===== src/rtl/jzjpcc_uart_pkg.sv =====
// Shared types and register field positions for the JZJ MMIO UART blocks.
// The transmitter uses them now; a future receiver can reuse the same package.
package jzjpcc_uart_pkg;

  typedef enum logic [1:0] {
    IDLE,
    START,
    DATA,
    STOP
  } txState_t;

  localparam int BYTE_WIDTH  = 8;

  // Command word fields
  localparam int DATA_LSB    = 0;
  localparam int TOGGLE_BIT  = 8;
  localparam int ENABLE_BIT  = 31;

  // Status word fields
  localparam int ACK_BIT     = 8;
  localparam int FULL_BIT    = 9;
  localparam int EMPTY_BIT   = 10;
  localparam int BUSY_BIT    = 11;
  localparam int COUNT_LSB   = 16;
  localparam int COUNT_WIDTH = 8;

endpackage


===== src/rtl/jzjpcc_sync_fifo.sv =====
// Single-clock show-ahead FIFO with occupancy count.
// popData always presents the head entry; a push is also accepted when full if a pop happens on the same edge.
module jzjpcc_sync_fifo #(
  parameter int WIDTH      = 8,
  parameter int DEPTH_LOG2 = 3
) (
  input  logic                  clock,
  input  logic                  reset,
  input  logic                  push,
  input  logic [WIDTH-1:0]      pushData,
  input  logic                  pop,
  output logic [WIDTH-1:0]      popData,
  output logic                  full,
  output logic                  empty,
  output logic [DEPTH_LOG2:0]   count
);

  localparam logic [DEPTH_LOG2:0] DEPTH = (DEPTH_LOG2 + 1)'(1) << DEPTH_LOG2;

  logic [WIDTH-1:0]      mem [1 << DEPTH_LOG2];
  logic [DEPTH_LOG2-1:0] wrPtr;
  logic [DEPTH_LOG2-1:0] rdPtr;
  logic                  doPush;
  logic                  doPop;

  assign full    = (count == DEPTH);
  assign empty   = (count == '0);
  assign doPop   = pop && !empty;
  assign doPush  = push && (!full || doPop);
  assign popData = mem[rdPtr];

  // NOTE: sequential state uses non-blocking assignments so every register samples pre-edge values.
  always_ff @(posedge clock or negedge reset) begin
    if (!reset) begin
      wrPtr <= '0;
      rdPtr <= '0;
      count <= '0;
    end else begin
      if (doPush) wrPtr <= wrPtr + 1'b1;
      if (doPop)  rdPtr <= rdPtr + 1'b1;
      case ({doPush, doPop})
        2'b10:   count <= count + 1'b1;
        2'b01:   count <= count - 1'b1;
        default: count <= count;
      endcase
    end
  end

  // NOTE: storage is intentionally not reset; the pointers and count alone define what is valid.
  always_ff @(posedge clock) begin
    if (doPush) mem[wrPtr] <= pushData;
  end

endmodule


===== src/rtl/jzjpcc_mmio_uart_tx.sv =====
// MMIO-attached 8N1 UART transmitter: toggle-handshake command word in, status word out,
// bytes buffered in a FIFO and shifted out LSB first on uartTx.
module jzjpcc_mmio_uart_tx
  import jzjpcc_uart_pkg::*;
#(
  parameter int CLOCKS_PER_BIT  = 434,
  parameter int FIFO_DEPTH_LOG2 = 3
) (
  input  logic        clock,
  input  logic        reset,
  input  logic [31:0] txCommand,
  output logic [31:0] txStatus,
  output logic        uartTx
);

  localparam int                       COUNTER_WIDTH = $clog2(CLOCKS_PER_BIT);
  localparam logic [COUNTER_WIDTH-1:0] BIT_RELOAD    = COUNTER_WIDTH'(CLOCKS_PER_BIT - 1);

  txState_t                  state;
  txState_t                  nextState;
  logic [COUNTER_WIDTH-1:0]  counter;
  logic [2:0]                bitIndex;
  logic [BYTE_WIDTH-1:0]     shiftReg;
  logic                      ackToggle;
  logic                      busy;
  logic                      startFrame;
  logic                      canStart;
  logic                      counterZero;
  logic                      txEnable;
  logic                      requestPending;
  logic                      fifoPush;
  logic                      fifoFull;
  logic                      fifoEmpty;
  logic [FIFO_DEPTH_LOG2:0]  fifoCount;
  logic [BYTE_WIDTH-1:0]     fifoHead;
  logic                      unusedCommandBits;

  assign unusedCommandBits = ^txCommand[30:9];
  assign txEnable          = txCommand[ENABLE_BIT];
  assign requestPending    = txCommand[TOGGLE_BIT] != ackToggle;
  assign counterZero       = (counter == '0);
  assign canStart          = !fifoEmpty && txEnable;

  // A full FIFO still takes the pending byte on the edge that pops the head, so a
  // stalled writer resumes on the very first frame start.
  assign fifoPush = requestPending && (!fifoFull || startFrame);

  jzjpcc_sync_fifo #(
    .WIDTH      (BYTE_WIDTH),
    .DEPTH_LOG2 (FIFO_DEPTH_LOG2)
  ) u_fifo (
    .clock    (clock),
    .reset    (reset),
    .push     (fifoPush),
    .pushData (txCommand[DATA_LSB +: BYTE_WIDTH]),
    .pop      (startFrame),
    .popData  (fifoHead),
    .full     (fifoFull),
    .empty    (fifoEmpty),
    .count    (fifoCount)
  );

  always_ff @(posedge clock or negedge reset) begin
    if (!reset) ackToggle <= 1'b0;
    else if (fifoPush) ackToggle <= txCommand[TOGGLE_BIT];
  end

  always_ff @(posedge clock or negedge reset) begin
    if (!reset) state <= IDLE;
    else        state <= nextState;
  end

  // NOTE: every output of this block gets a default first, so no latch can be inferred.
  always_comb begin
    nextState  = state;
    startFrame = 1'b0;
    case (state)
      IDLE: begin
        if (canStart) begin
          startFrame = 1'b1;
          nextState  = START;
        end
      end
      START: if (counterZero) nextState = DATA;
      DATA:  if (counterZero && bitIndex == 3'd7) nextState = STOP;
      STOP: begin
        if (counterZero) begin
          if (canStart) begin
            startFrame = 1'b1;
            nextState  = START;
          end else begin
            nextState  = IDLE;
          end
        end
      end
      default: nextState = IDLE;
    endcase
  end

  // Serial datapath: the line level is registered so it changes only on bit boundaries.
  always_ff @(posedge clock or negedge reset) begin
    if (!reset) begin
      uartTx   <= 1'b1;
      counter  <= '0;
      bitIndex <= '0;
      shiftReg <= '0;
    end else if (startFrame) begin
      shiftReg <= fifoHead;
      uartTx   <= 1'b0;
      counter  <= BIT_RELOAD;
    end else if (state != IDLE) begin
      if (!counterZero) begin
        counter <= counter - 1'b1;
      end else begin
        counter <= BIT_RELOAD;
        case (state)
          START: begin
            uartTx   <= shiftReg[0];
            bitIndex <= '0;
          end
          DATA: begin
            if (bitIndex == 3'd7) begin
              uartTx <= 1'b1;
            end else begin
              shiftReg <= shiftReg >> 1;
              uartTx   <= shiftReg[1];
              bitIndex <= bitIndex + 1'b1;
            end
          end
          STOP:    uartTx <= 1'b1;
          default: uartTx <= 1'b1;
        endcase
      end
    end
  end

  always_comb begin
    busy                                 = (state != IDLE);
    txStatus                             = '0;
    txStatus[ACK_BIT]                    = ackToggle;
    txStatus[FULL_BIT]                   = fifoFull;
    txStatus[EMPTY_BIT]                  = fifoEmpty;
    txStatus[BUSY_BIT]                   = busy;
    txStatus[COUNT_LSB +: COUNT_WIDTH]   = COUNT_WIDTH'(fifoCount);
  end

endmodule


===== config.mk =====
export PLATFORM = sky130hd
export DESIGN_NAME = jzjpcc_mmio_uart_tx
export DESIGN_NICKNAME = d
export VERILOG_FILES = /design/src/rtl/jzjpcc_uart_pkg.sv /design/src/rtl/jzjpcc_sync_fifo.sv /design/src/rtl/jzjpcc_mmio_uart_tx.sv
export SDC_FILE = /design/constraint.sdc
export NUM_CORES = 1
export LEC_CHECK = 0
export CAP_MARGIN = 10
export CORE_MARGIN = 1.5
export CORE_UTILIZATION = 49
export CTS_CLUSTER_DIAMETER = 60
export DETAILED_ROUTE_END_ITERATION = 10
export PLACE_DENSITY_LB_ADDON = 0.1
export SYNTH_ARGS = -nofsm -noshare
export SYNTH_HDL_FRONTEND = slang
export SYNTH_SLANG_ARGS = --single-unit

===== constraint.sdc =====
create_clock -name clock -period 2.75 [get_ports clock]
set_input_delay 0.275 -clock clock [delete_from_list [all_inputs] [get_ports clock]]
set_output_delay 0.275 -clock clock [all_outputs]
set_load 0.02 [all_outputs]

==> results_dict.tcl <==
set metrics [dict create \
    status "complete, no violations" \
    drt_iter0_markers 84 \
    tightest_slew_ns 0.851 \
    drive_above_1_share 0.199 \
    cp_max_fo 8 \
    cts.sinks 98 \
    dp_hpwl_mm 5.40 \
    antenna_found_initial 0 \
    clkTransAtPathRegs_ns 0.10 \
    grt_usage 0.177 \
    gp_congestion 0.777 \
    initial_utilization 0.514 \
    numPortBuffers 20 \
    cts_tree "done" \
    clkPwrFrac 0.249 \
    crit_start "state[0]$_DFFE_PN0P_" \
    drv_slew 0 \
    fmax_ghz 0.385 \
    ios 67 \
    clockRootBuffer "clkbuf_8" \
    rows 34 \
    dieHeight_um 99.3 \
    finalHoldViolations 0 \
    synth_edf_count 64 \
    final_common_cell "edfxtp_1" \
    grt_overflow 0 \
    setup_viol 0 \
    peakVddDrop_mv 0.360 \
    ys_seq_area_frac 0.610 \
    numCtsBuffers 9 \
    netlist_instances 317 \
    p_leak_uw 0.00193 \
    end_kind "flop" \
    power.density_nw_per_um2 688 \
    comb_power_share 0.212 \
    fillers 711 \
    p_int_uw 2470 \
    multi_input_comb_area_um2 1580 \
    fin_crit_sh 0.944 \
    core_region_area_um2 8850 \
    p_seq_frac 0.539 \
    crit_chain "inv_1 > ha_1 > nor3_1 > buf_4 > a31oi_4 > inv_4 > o211ai_1 > nor2_1" \
    final_core_util 0.577 \
    maxSlewHeadroom 0.430 \
    critPathBufInv 3 \
    reg2reg_to "u_fifo.mem[7][3]$_DFFE_PP_" \
    grt_pass1_vias 2571 \
    area_growth_pct 12.3 \
    vias 2550 \
    critPathArrivalTime_ns 2.59 \
    ys.flop_type "edfxtp_1" \
    syn_avg_cell_area_um2 14.3 \
    cts_max_level 3 \
    drc 0 \
    cp.depth 8 \
    routed_via_density 5.38 \
    die_area_um2 9870 \
    power.switching_uw 1050 \
    critPathTopFamily "simple AND/OR/NAND/NOR gates" \
    final_cell_mix "edfxtp_1, dfrtp_1, buf_4, conb_1" \
    antenna_left 0 \
    skew_ns 0.00984 \
    post-route-min-period_ns 2.60 \
    diodes 0 \
    ys_warn_count 0 \
    cp-start-kind "flop" \
    fin_hold_ws_ns 0.309 \
    synth_area_um2 4550 \
    hp-class "primary input to asynchronous set/reset pin" \
    grt_pass1_wl_mm 13.2 \
    wire_per_inst_um 16.8 \
    rrSetupSlack_ns 0.15 \
    cpPeakStageDelay_ns 0.71 \
    synth_cell_types 48 \
    ys_async_sr_fraction 0.347 \
    nets 409 \
    ys_seq_elements 98 \
    rsz0062_at_grt "yes" \
    dr.pass1.iters 4 \
    maxCapViolations 0 \
    cp_slowest_cell "nor2_1" \
    worst-r2r-cell-count 8 \
    worstReg2RegStart "state[0]$_DFFE_PN0P_" \
    grt_max_degree 35 \
    hold_buffers 0 \
    required_ns 2.74 \
    swShare 0.299 \
    insertion_delay_ns 0.36 \
    regArea_um2 2780 \
    wl_mm 7.98 \
    cts_buffer_depth 2 \
    die_width_um 99.3 \
    worstSetupPathType "flop to flop" \
]
synthesized netlist by cell type (all sizes together), types with 2 or more instances:
master	count	area share
o2bb2ai	8	0.015
nor2	16	0.014
buf	34	0.055
nand4	3	0.0041
clkbuf	3	0.0025
nand3	4	0.0044
mux4	16	0.079
inv	8	0.0066
nor4	3	0.0074
o21ai	17	0.021
a31oi	3	0.0074
a21oi	3	0.0033
mux2	3	0.0083
nand2	20	0.017
dfrtp	33	0.18
edfxtp	64	0.42
ha	14	0.039
nand2b	4	0.0055
nor3	8	0.0088
xnor2	5	0.0096
nor2b	11	0.015
a211oi	8	0.013
xor2	12	0.023
o211ai	2	0.0033
layout make-up:
type | count | share of cell area
timing repair buffer | 47 | 0.0789
sequential | 98 | 0.543
inverter | 8 | 0.00637
clock buffer | 9 | 0.0242
tap | 108 | 0.0265
multi-input combinational | 197 | 0.309
clock inverter | 7 | 0.0118
stage by stage:
stage | instance area [µm²] | setup TNS [ns] | instances | power [µW] | setup slack, ns
3_3_place_gp | 4900 | 0 | 456 | 2660 | 0.0460
6_report | 5110 | 0 | 474 | 3520 | 0.153
2_1_floorplan | 4640 | 0 | 340 | 2400 | 0.0218
4_1_cts | 5090 | 0 | 472 | 3560 | 0.0254
5_1_grt | 5110 | -0.414 | 474 | 3700 | -0.0396
3_5_place_dp | 4900 | -0.00959 | 456 | 2680 | -0.00232
worst reg2reg max path, stage by stage (launching register included):
cell and delay (ns):
dfrtp_1 0.40, inv_1 0.13, ha_1 0.28, nor3_1 0.20
buf_4 0.17, a31oi_4 0.04, inv_4 0.12, o211ai_1 0.17
nor2_1 0.71
what timing repair did:
action,4_1_cts,5_1_grt
pin swaps,0,1
resized for setup,1,2
setup endpoints to repair,8,18
buffers inserted,0,2
cloned,0,0
power groups by stage:
| stage | Clock [µW] | Combinational [µW] | Sequential (µW) |
|---|---|---|---|
| floorplan | 0 | 454 | 1950 |
| detailed placement | 0 | 755 | 1930 |
| global route | 956 | 822 | 1920 |
| global placement | 0 | 743 | 1910 |
| CTS | 908 | 762 | 1890 |
| finish | 876 | 747 | 1890 |
per-layer routing:
layer / track usage / wire (µm) / vias to the layer above
met5: 0 / 0 / -
met4: 0.0650 / 85 / 0
met3: 0.0246 / 221 / 7
met2: 0.295 / 3930 / 45
met1: 0.240 / 3740 / 1285
li1: - / - / 1213
cells by family after synthesis:
family                     after synthesis  synth area share
DFF                                     98             0.610
and+or+nand+nor                         73            0.0831
AOI/OAI and AO/OA                       49            0.0814
buffers and inverters                   45            0.0638
muxes                                   20            0.0897
xor gates and xnor gates                17            0.0327
adders and majority gates               14            0.0385
other                                    1          0.000825
sequential cells by signal (all words and copies together), names as in the netlist:
register / flops
ackToggle: 1
bitIndex: 3
counter: 9
shiftReg: 8
state: 2
u_fifo.count: 4
u_fifo.mem: 64
u_fifo.rdPtr: 3
u_fifo.wrPtr: 3
uartTx: 1
worst max path at each step:
stage,to,slack (ns)
2_1_floorplan,u_fifo.count[2]$_DFFE_PN0P_,0.02
3_3_place_gp,u_fifo.mem[7][4]$_DFFE_PP_,0.05
3_5_place_dp,u_fifo.mem[3][4]$_DFFE_PP_,-0.002
4_1_cts,u_fifo.mem[5][2]$_DFFE_PP_,0.03
5_1_grt,u_fifo.mem[7][3]$_DFFE_PP_,-0.04
6_report,u_fifo.mem[7][3]$_DFFE_PP_,0.15
(Power assumes the default switching activity.)
